===== config.mk =====
export PLATFORM = sky130hd
export DESIGN_NAME = mem_bus_arbiter_flat
export DESIGN_NICKNAME = d
export VERILOG_FILES = /design/src/rtl/mem_bus_arbiter_if.sv /design/src/rtl/mem_bus_arbiter.sv /design/src/flat_wrapper.sv
export SDC_FILE = /design/constraint.sdc
export NUM_CORES = 1
export LEC_CHECK = 0
export ABC_AREA = 1
export CAP_MARGIN = 20
export CORE_AREA = 4 4 123 125
export DETAILED_ROUTE_END_ITERATION = 10
export DIE_AREA = 0 0 127 129
export HOLD_SLACK_MARGIN = 0.03
export MAX_ROUTING_LAYER = met4
export PLACE_DENSITY = 0.64
export REMOVE_ABC_BUFFERS = 1
export SLEW_MARGIN = 0
export SYNTH_ARGS = -nofsm -noshare
export SYNTH_HDL_FRONTEND = slang
export SYNTH_SLANG_ARGS = --single-unit

===== constraint.sdc =====
create_clock -name clk -period 2.3 [get_ports clk]
set_input_delay 0.345 -clock clk [delete_from_list [all_inputs] [get_ports clk]]
set_output_delay 0.345 -clock clk [all_outputs]
set_load 0.02 [all_outputs]

===== src/rtl/mem_bus_arbiter_if.sv =====
// ---------------------------------------------------------------------------
// mem_bus_arbiter_if
// One mem_cmd_*/mem_rsp_* link between a bus master and a bus slave.
//
// Handshake: a command transfers on a cycle where cmd_valid && cmd_ready are
// both high. The master holds every cmd_* field stable while
// cmd_valid && !cmd_ready. rsp_ready is a single-cycle pulse qualifying
// rsp_rdata. It carries no backpressure, so the master must take it.
//
// Signals:
//   cmd_valid  master -> slave  command request
//   cmd_ready  slave  -> master command accepted this cycle
//   cmd_wr     master -> slave  1 = write, 0 = read
//   cmd_instr  master -> slave  instruction fetch flag
//   cmd_addr   master -> slave  byte address (32)
//   cmd_wdata  master -> slave  write data (32)
//   cmd_be     master -> slave  byte enables (4)
//   rsp_ready  slave  -> master read data valid pulse
//   rsp_rdata  slave  -> master read data (32)
// ---------------------------------------------------------------------------
interface mem_bus_arbiter_if;
   logic        cmd_valid;
   logic        cmd_ready;
   logic        cmd_wr;
   logic        cmd_instr;
   logic [31:0] cmd_addr;
   logic [31:0] cmd_wdata;
   logic [3:0]  cmd_be;
   logic        rsp_ready;
   logic [31:0] rsp_rdata;

   modport master (
      output cmd_valid, cmd_wr, cmd_instr, cmd_addr, cmd_wdata, cmd_be,
      input  cmd_ready, rsp_ready, rsp_rdata
   );

   modport slave (
      input  cmd_valid, cmd_wr, cmd_instr, cmd_addr, cmd_wdata, cmd_be,
      output cmd_ready, rsp_ready, rsp_rdata
   );
endinterface


===== src/rtl/mem_bus_arbiter.sv =====
// ---------------------------------------------------------------------------
// mem_bus_arbiter
// Two masters (m0 = CPU wrapper, m1 = DMA/debug loader) share one slave
// (the address decoder). Commands are granted round-robin. Read responses come
// back from the slave strictly in order and are routed to the issuing master
// through a small in-order ID FIFO.
//
// Ports:
//   clk                 single clock
//   reset               synchronous, active-high reset
//   m0, m1              master links (slave side of mem_bus_arbiter_if)
//   s                   slave link (master side of mem_bus_arbiter_if)
//   err_unexpected_rsp  sticky: a slave response arrived with no read in flight
//   o_dbg_count         reads currently outstanding
//   o_dbg_last_grant    master that won the last accepted command
// ---------------------------------------------------------------------------
module mem_bus_arbiter #(
   parameter int MAX_OUTSTANDING = 4
) (
   input  logic                                   clk,
   input  logic                                   reset,
   mem_bus_arbiter_if.slave                       m0,
   mem_bus_arbiter_if.slave                       m1,
   mem_bus_arbiter_if.master                      s,
   output logic                                   err_unexpected_rsp,
   output logic [$clog2(MAX_OUTSTANDING+1)-1:0]   o_dbg_count,
   output logic                                   o_dbg_last_grant
);

   localparam int CW = $clog2(MAX_OUTSTANDING + 1);
   localparam int PW = (MAX_OUTSTANDING > 1) ? $clog2(MAX_OUTSTANDING) : 1;
   localparam logic [CW-1:0] CNT_MAX  = CW'(MAX_OUTSTANDING);
   localparam logic [PW-1:0] PTR_LAST = PW'(MAX_OUTSTANDING - 1);

   logic                       r_last_grant;
   logic [CW-1:0]              r_count;
   logic [MAX_OUTSTANDING-1:0] r_fifo;      // one ID bit per in-flight read
   logic [PW-1:0]              r_wr_ptr;
   logic [PW-1:0]              r_rd_ptr;
   logic                       r_err;

   logic w_grant;
   logic w_g_valid;
   logic w_g_wr;
   logic w_block;
   logic w_accept;
   logic w_push;
   logic w_pop;
   logic w_head_id;

   // Pointers wrap modulo MAX_OUTSTANDING, which need not be a power of two.
   function automatic logic [PW-1:0] ptr_inc(input logic [PW-1:0] p);
      return (p == PTR_LAST) ? '0 : p + 1'b1;
   endfunction

   // Round-robin: on contention the master that did not win last time goes.
   always_comb begin
      w_grant = 1'b0;
      if (m0.cmd_valid && m1.cmd_valid) w_grant = ~r_last_grant;
      else if (m1.cmd_valid)            w_grant = 1'b1;
   end

   assign w_g_valid = w_grant ? m1.cmd_valid : m0.cmd_valid;
   assign w_g_wr    = w_grant ? m1.cmd_wr    : m0.cmd_wr;

   // Only reads consume a FIFO slot, so only reads are held back when full.
   // Uses the registered count: a response in the same cycle does not help.
   assign w_block = !w_g_wr && (r_count == CNT_MAX);

   assign s.cmd_valid = w_g_valid && !w_block && !reset;
   assign s.cmd_wr    = w_g_wr;
   assign s.cmd_instr = w_grant ? m1.cmd_instr : m0.cmd_instr;
   assign s.cmd_addr  = w_grant ? m1.cmd_addr  : m0.cmd_addr;
   assign s.cmd_wdata = w_grant ? m1.cmd_wdata : m0.cmd_wdata;
   assign s.cmd_be    = w_grant ? m1.cmd_be    : m0.cmd_be;

   assign w_accept     = s.cmd_valid && s.cmd_ready;
   assign m0.cmd_ready = w_accept && !w_grant;
   assign m1.cmd_ready = w_accept &&  w_grant;

   assign w_push    = w_accept && !w_g_wr;
   // A response with nothing outstanding is dropped rather than popped.
   assign w_pop     = s.rsp_ready && (r_count != '0) && !reset;
   assign w_head_id = r_fifo[r_rd_ptr];

   assign m0.rsp_ready = w_pop && !w_head_id;
   assign m1.rsp_ready = w_pop &&  w_head_id;
   assign m0.rsp_rdata = s.rsp_rdata;
   assign m1.rsp_rdata = s.rsp_rdata;

   // ID storage needs no reset: entries are only read behind a valid count.
   always_ff @(posedge clk) begin
      if (w_push) r_fifo[r_wr_ptr] <= w_grant;
   end

   always_ff @(posedge clk) begin
      if (reset) begin
         r_last_grant <= 1'b1;
         r_count      <= '0;
         r_wr_ptr     <= '0;
         r_rd_ptr     <= '0;
         r_err        <= 1'b0;
      end else begin
         if (w_accept) r_last_grant <= w_grant;
         if (w_push)   r_wr_ptr     <= ptr_inc(r_wr_ptr);
         if (w_pop)    r_rd_ptr     <= ptr_inc(r_rd_ptr);
         case ({w_push, w_pop})
            2'b10:   r_count <= r_count + 1'b1;
            2'b01:   r_count <= r_count - 1'b1;
            default: r_count <= r_count;
         endcase
         if (s.rsp_ready && (r_count == '0)) r_err <= 1'b1;
      end
   end

   assign err_unexpected_rsp = r_err;
   assign o_dbg_count        = r_count;
   assign o_dbg_last_grant   = r_last_grant;

endmodule


===== src/flat_wrapper.sv =====
// flat-port wrapper written by rule: the top's interface ports become plain ports
module mem_bus_arbiter_flat 
#(
   parameter int MAX_OUTSTANDING = 4
)
  (clk, reset, err_unexpected_rsp, o_dbg_count, o_dbg_last_grant, m0_cmd_valid, m0_cmd_wr, m0_cmd_instr, m0_cmd_addr, m0_cmd_wdata, m0_cmd_be, m0_cmd_ready, m0_rsp_ready, m0_rsp_rdata, m1_cmd_valid, m1_cmd_wr, m1_cmd_instr, m1_cmd_addr, m1_cmd_wdata, m1_cmd_be, m1_cmd_ready, m1_rsp_ready, m1_rsp_rdata, s_cmd_valid, s_cmd_wr, s_cmd_instr, s_cmd_addr, s_cmd_wdata, s_cmd_be, s_cmd_ready, s_rsp_ready, s_rsp_rdata);
  mem_bus_arbiter_if m0_i ();
  mem_bus_arbiter_if m1_i ();
  mem_bus_arbiter_if s_i ();
  input  logic clk;
  input  logic reset;
  output logic err_unexpected_rsp;
  output logic [$clog2(MAX_OUTSTANDING+1)-1:0] o_dbg_count;
  output logic o_dbg_last_grant;
  input wire logic [$bits(m0_i.cmd_valid)-1:0] m0_cmd_valid;
  input wire logic [$bits(m0_i.cmd_wr)-1:0] m0_cmd_wr;
  input wire logic [$bits(m0_i.cmd_instr)-1:0] m0_cmd_instr;
  input wire logic [$bits(m0_i.cmd_addr)-1:0] m0_cmd_addr;
  input wire logic [$bits(m0_i.cmd_wdata)-1:0] m0_cmd_wdata;
  input wire logic [$bits(m0_i.cmd_be)-1:0] m0_cmd_be;
  output wire logic [$bits(m0_i.cmd_ready)-1:0] m0_cmd_ready;
  output wire logic [$bits(m0_i.rsp_ready)-1:0] m0_rsp_ready;
  output wire logic [$bits(m0_i.rsp_rdata)-1:0] m0_rsp_rdata;
  input wire logic [$bits(m1_i.cmd_valid)-1:0] m1_cmd_valid;
  input wire logic [$bits(m1_i.cmd_wr)-1:0] m1_cmd_wr;
  input wire logic [$bits(m1_i.cmd_instr)-1:0] m1_cmd_instr;
  input wire logic [$bits(m1_i.cmd_addr)-1:0] m1_cmd_addr;
  input wire logic [$bits(m1_i.cmd_wdata)-1:0] m1_cmd_wdata;
  input wire logic [$bits(m1_i.cmd_be)-1:0] m1_cmd_be;
  output wire logic [$bits(m1_i.cmd_ready)-1:0] m1_cmd_ready;
  output wire logic [$bits(m1_i.rsp_ready)-1:0] m1_rsp_ready;
  output wire logic [$bits(m1_i.rsp_rdata)-1:0] m1_rsp_rdata;
  output wire logic [$bits(s_i.cmd_valid)-1:0] s_cmd_valid;
  output wire logic [$bits(s_i.cmd_wr)-1:0] s_cmd_wr;
  output wire logic [$bits(s_i.cmd_instr)-1:0] s_cmd_instr;
  output wire logic [$bits(s_i.cmd_addr)-1:0] s_cmd_addr;
  output wire logic [$bits(s_i.cmd_wdata)-1:0] s_cmd_wdata;
  output wire logic [$bits(s_i.cmd_be)-1:0] s_cmd_be;
  input wire logic [$bits(s_i.cmd_ready)-1:0] s_cmd_ready;
  input wire logic [$bits(s_i.rsp_ready)-1:0] s_rsp_ready;
  input wire logic [$bits(s_i.rsp_rdata)-1:0] s_rsp_rdata;
  assign m0_i.cmd_valid = m0_cmd_valid;
  assign m0_i.cmd_wr = m0_cmd_wr;
  assign m0_i.cmd_instr = m0_cmd_instr;
  assign m0_i.cmd_addr = m0_cmd_addr;
  assign m0_i.cmd_wdata = m0_cmd_wdata;
  assign m0_i.cmd_be = m0_cmd_be;
  assign m0_cmd_ready = m0_i.cmd_ready;
  assign m0_rsp_ready = m0_i.rsp_ready;
  assign m0_rsp_rdata = m0_i.rsp_rdata;
  assign m1_i.cmd_valid = m1_cmd_valid;
  assign m1_i.cmd_wr = m1_cmd_wr;
  assign m1_i.cmd_instr = m1_cmd_instr;
  assign m1_i.cmd_addr = m1_cmd_addr;
  assign m1_i.cmd_wdata = m1_cmd_wdata;
  assign m1_i.cmd_be = m1_cmd_be;
  assign m1_cmd_ready = m1_i.cmd_ready;
  assign m1_rsp_ready = m1_i.rsp_ready;
  assign m1_rsp_rdata = m1_i.rsp_rdata;
  assign s_cmd_valid = s_i.cmd_valid;
  assign s_cmd_wr = s_i.cmd_wr;
  assign s_cmd_instr = s_i.cmd_instr;
  assign s_cmd_addr = s_i.cmd_addr;
  assign s_cmd_wdata = s_i.cmd_wdata;
  assign s_cmd_be = s_i.cmd_be;
  assign s_i.cmd_ready = s_cmd_ready;
  assign s_i.rsp_ready = s_rsp_ready;
  assign s_i.rsp_rdata = s_rsp_rdata;
  mem_bus_arbiter #(.MAX_OUTSTANDING(MAX_OUTSTANDING)) u_core (.clk(clk), .reset(reset), .m0(m0_i), .m1(m1_i), .s(s_i), .err_unexpected_rsp(err_unexpected_rsp), .o_dbg_count(o_dbg_count), .o_dbg_last_grant(o_dbg_last_grant));
endmodule

==> metrics.md <==
| Metric | Value |
|---|---|
| Async SR Flop Fraction | `0%` |
| Setup TNS | `0 ns` |
| Arr. time, crit path | `1.84 ns` |
| Pwr Density | `346 nW/um^2` |
| Worst hold slack | `0.465 ns` |
| CTS HTree Levels | `1` |
| Cell Area, Synth | `2090 um^2` |
| Peak VDD IR | `0.186 mV` |
| Comb power frac | `59.3%` |
| Met3 usage | `a little over a tenth` |
| Placed cell area | `4190 um^2` |
| Layout cell share with drive strength beyond 1 | `8.61%` |
| Average size of a mapped cell | `5.51 um^2` |
| Synth cell types | `26` |
| Max incr delay on CP | `0.62 ns` |
| Largest net degree at the start of global routing | `41` |
| First-pass GRT wire length | `16,100 um` |
| Max Cap Viol | `0` |
| IO Port Bufs | `about 230` |
| Worst path cell trace | `clkdlybuf4s50_1, inv_1, a31oi_2, nand2_1, nor2_1, clkdlybuf4s50_1` |
| Leakage power | `2.09 nW` |
| Slowest stage cell, crit path | `clkdlybuf4s50_1` |
| Global-route met2 utilization | `18.8%` |
| Rows | `43` |
| Die area | `16,400 um^2` |
| Clock Latency Late Sink | `between 0.2 and 0.25 ns` |
| Critical path class | `input port to output port` |
| GR Layer Usage met1 | `between 10% and 20%` |
| Final WL | `~12,000 um` |
| Setup ws final | `0.116 ns` |
| Clk slew on worst S/H paths | `0.04 ns` |
| Rel. slew slack | `a little over four fifths` |
| Area delta synth->final | `98.8%` |
| Area of the core | `13,900 um^2` |
| Design area | `4160 um^2` |
| Postcts setup bufs | `0` |
| Clk pwr share | `22.9%` |
| Sequential power share | `17.8%` |
| R2r startpoint | `u_core.o_dbg_count[1]` |
| Clock sinks | `13` |
| Via Count | `2,787` |
| Worst slack, placed | `-0.208 ns` |
| Layout Utilization | `30.0%` |
| Min Tclk post-route | `2.18 ns` |
| Final Non-Filler Cells | `726` |
| Clock skew | `0.00181 ns` |
| Switching part of the total power | `36.1%` |
| Placer congestion estimate | `0.776` |
| Post-route ant nets | `0` |
| Area leader, netlist | `nand2_1` |
| 1st-iter DRT viols | `130` |
| Initial antenna violation count | `0` |
| Sequential fraction of the synthesis area | `14.4%` |
| Post-synthesis register bit count | `13` |
| Grt ovf | `0` |
| CTS tree | `yes` |
| End of the critical path | `m0_rsp_ready` |
| Busiest grt layer | `met2` |
| Status | `finished clean` |
| Synth area leaders | `nand2_1 39%, buf_4 23%, dfxtp_1 8.6%, edfxtp_1 5.7%, ha_1 3.6%` |
| Final Hold Viols | `0` |
| Tot Pwr | `about 1.4 mW` |
| Pins Over Slew Limit | `0` |
| Boundary pin count | `322` |
| Chip height | `129 um` |
| P_sw | `520 uW` |
| WL/cell | `~16 um` |
| CP startpoint | `s_rsp_ready` |
| Placed Cells | `721` |
| Pre-Repair DR Iteration Count | `7` |
| Worst-path fanout max | `2` |
| Slew @ Worst Pin | `0.249 ns` |
| Synthesis Warnings | `0` |
| RSZ-0062 raised after global routing | `no` |
| GRT Util Overall | `13.3%` |
| Routed vias/inst | `3.84` |
| CP most frequent cell | `clkdlybuf4s50_1` |
| Commonest register cell after synthesis | `dfxtp_1` |
| CP required | `1.96 ns` |
| DRC | `0` |
| Number of global-route vias before repair | `2,764` |
| Synthesized instance count | `380` |
| Nature of the critical path startpoint | `input port` |
| R2R depth | `11` |
| Capturing element type of the critical path | `output port` |
| Max Freq | `0.458 GHz` |
| R2r endpoint | `u_core.o_dbg_count[2]` |
| Worst hold path class | `flop to flop` |
| Power Internal | `just over 900 uW` |
| Final clock period utilization by the worst path | `95.0%` |
| Setup Viol. Count Final | `0` |
| Clock root buffer | `clkbuf_16` |
| Nets@finish | `approximately 730` |
| Diode count | `0` |
| Hold_buf cts | `0` |
| DIE WIDTH | `127 um` |
| Post-synth top area share | `38.9%` |
| CTS max path bufs | `2` |
| Starting Density | `15.1%` |
| CTS Buf Count | `3` |
| Post-DP HPWL | `9790 um` |
| EDFF count, synth | `4` |
| Reg-to-reg slack, setup | `about 0.35 ns` |
## layer usage
| layer | vias up | share of wire [%] |
|---|---|---|
| met3 | 2 | 18 |
| li1 | 1412 | - |
| met2 | 222 | 42 |
| met5 | - | 0 |
| met1 | 1151 | 41 |
| met4 | 0 | 0.043 |
## how the worst min path moves through the flow
stage | start | cells past startpoint | slack [ns] | end
after floorplan | reset | 1 | 0.42 | u_core.o_dbg_count[1]
after CTS | u_core.err_unexpected_rsp | 1 | 0.47 | u_core.err_unexpected_rsp
after global routing | u_core.err_unexpected_rsp | 1 | 0.48 | u_core.err_unexpected_rsp
after detailed placement | u_core.err_unexpected_rsp | 1 | 0.46 | u_core.err_unexpected_rsp
final | u_core.err_unexpected_rsp | 1 | 0.46 | u_core.err_unexpected_rsp
after global placement | u_core.err_unexpected_rsp | 1 | 0.46 | u_core.err_unexpected_rsp
## cell usage in the layout (no fill, tap or decap), drive strengths merged
cell,n
a21boi,1
a21oi,7
a31oi,1
a32oi,1
and2,1
buf,14
bufbuf,1
clkbuf,21
clkdlybuf4s15,7
clkdlybuf4s50,152
clkinv,1
dfxtp,9
dlygate4sd2,47
dlymetal6s2s,1
edfxtp,4
fa,1
ha,6
inv,21
nand2,221
nand3,4
nand4,2
nor2,15
nor4,1
o21a,1
o21ai,5
or2,1
## cell families after synthesis
group	share of synthesized area [%]
AO/OA/AOI/OAI	4.61
flip-flops	14.4
AND/OR/NAND/NOR	46.6
adder cells (fa/ha/maj)	4.55
buffers and inverters	29.9
## cell usage after synthesis, types with 3 or more instances
cell and count:
nand2_1 217, buf_4 65, inv_1 20, nor2_1 14
dfxtp_1 9, buf_2 8, a21oi_1 7, ha_1 6
clkbuf_1 5, o21ai_0 5, edfxtp_1 4, nand3_1 4
nand2_2 3
## timing repair
item,CTS,global route
setup endpoints to repair,72,24
cloned,1,0
gates resized for setup,72,47
## layout make-up
| type | count | area, um^2 |
|---|---|---|
| Fill cell | 1578 | 9720 |
| Sequential cell | 13 | 300 |
| Tap cell | 180 | 225 |
| Inverter | 21 | 78.8 |
| Clock buffer | 3 | 75.1 |
| Timing Repair Buffer | 240 | 2310 |
| Clock inverter | 1 | 5.00 |
| Multi-Input combinational cell | 268 | 1170 |
## worst max-delay path: cells and delay by family
| family | cells | cell delay (ns) |
|---|---|---|
| buffers and inverters | 3 | 1.14 |
| AND/OR/NAND/NOR | 2 | 0.19 |
| AO/OA/AOI/OAI | 1 | 0.17 |
## flip-flops by register name, indices dropped and copies added, names as in the netlist
signal	count
u_core.r_rd_ptr	2
u_core.o_dbg_last_grant	1
u_core.o_dbg_count	3
u_core.err_unexpected_rsp	1
u_core.r_wr_ptr	2
u_core.r_fifo	4
## power groups by stage
stage | clock network, mW | registers, mW | logic (mW)
after floorplan | 0 | 0.264 | 0.347
after global placement | 0 | 0.260 | 0.941
after detailed placement | 0 | 0.260 | 0.942
after CTS | 0.335 | 0.256 | 0.870
after global routing | 0.350 | 0.257 | 0.923
final | 0.330 | 0.256 | 0.852
Power figures use the tool's default switching activity.
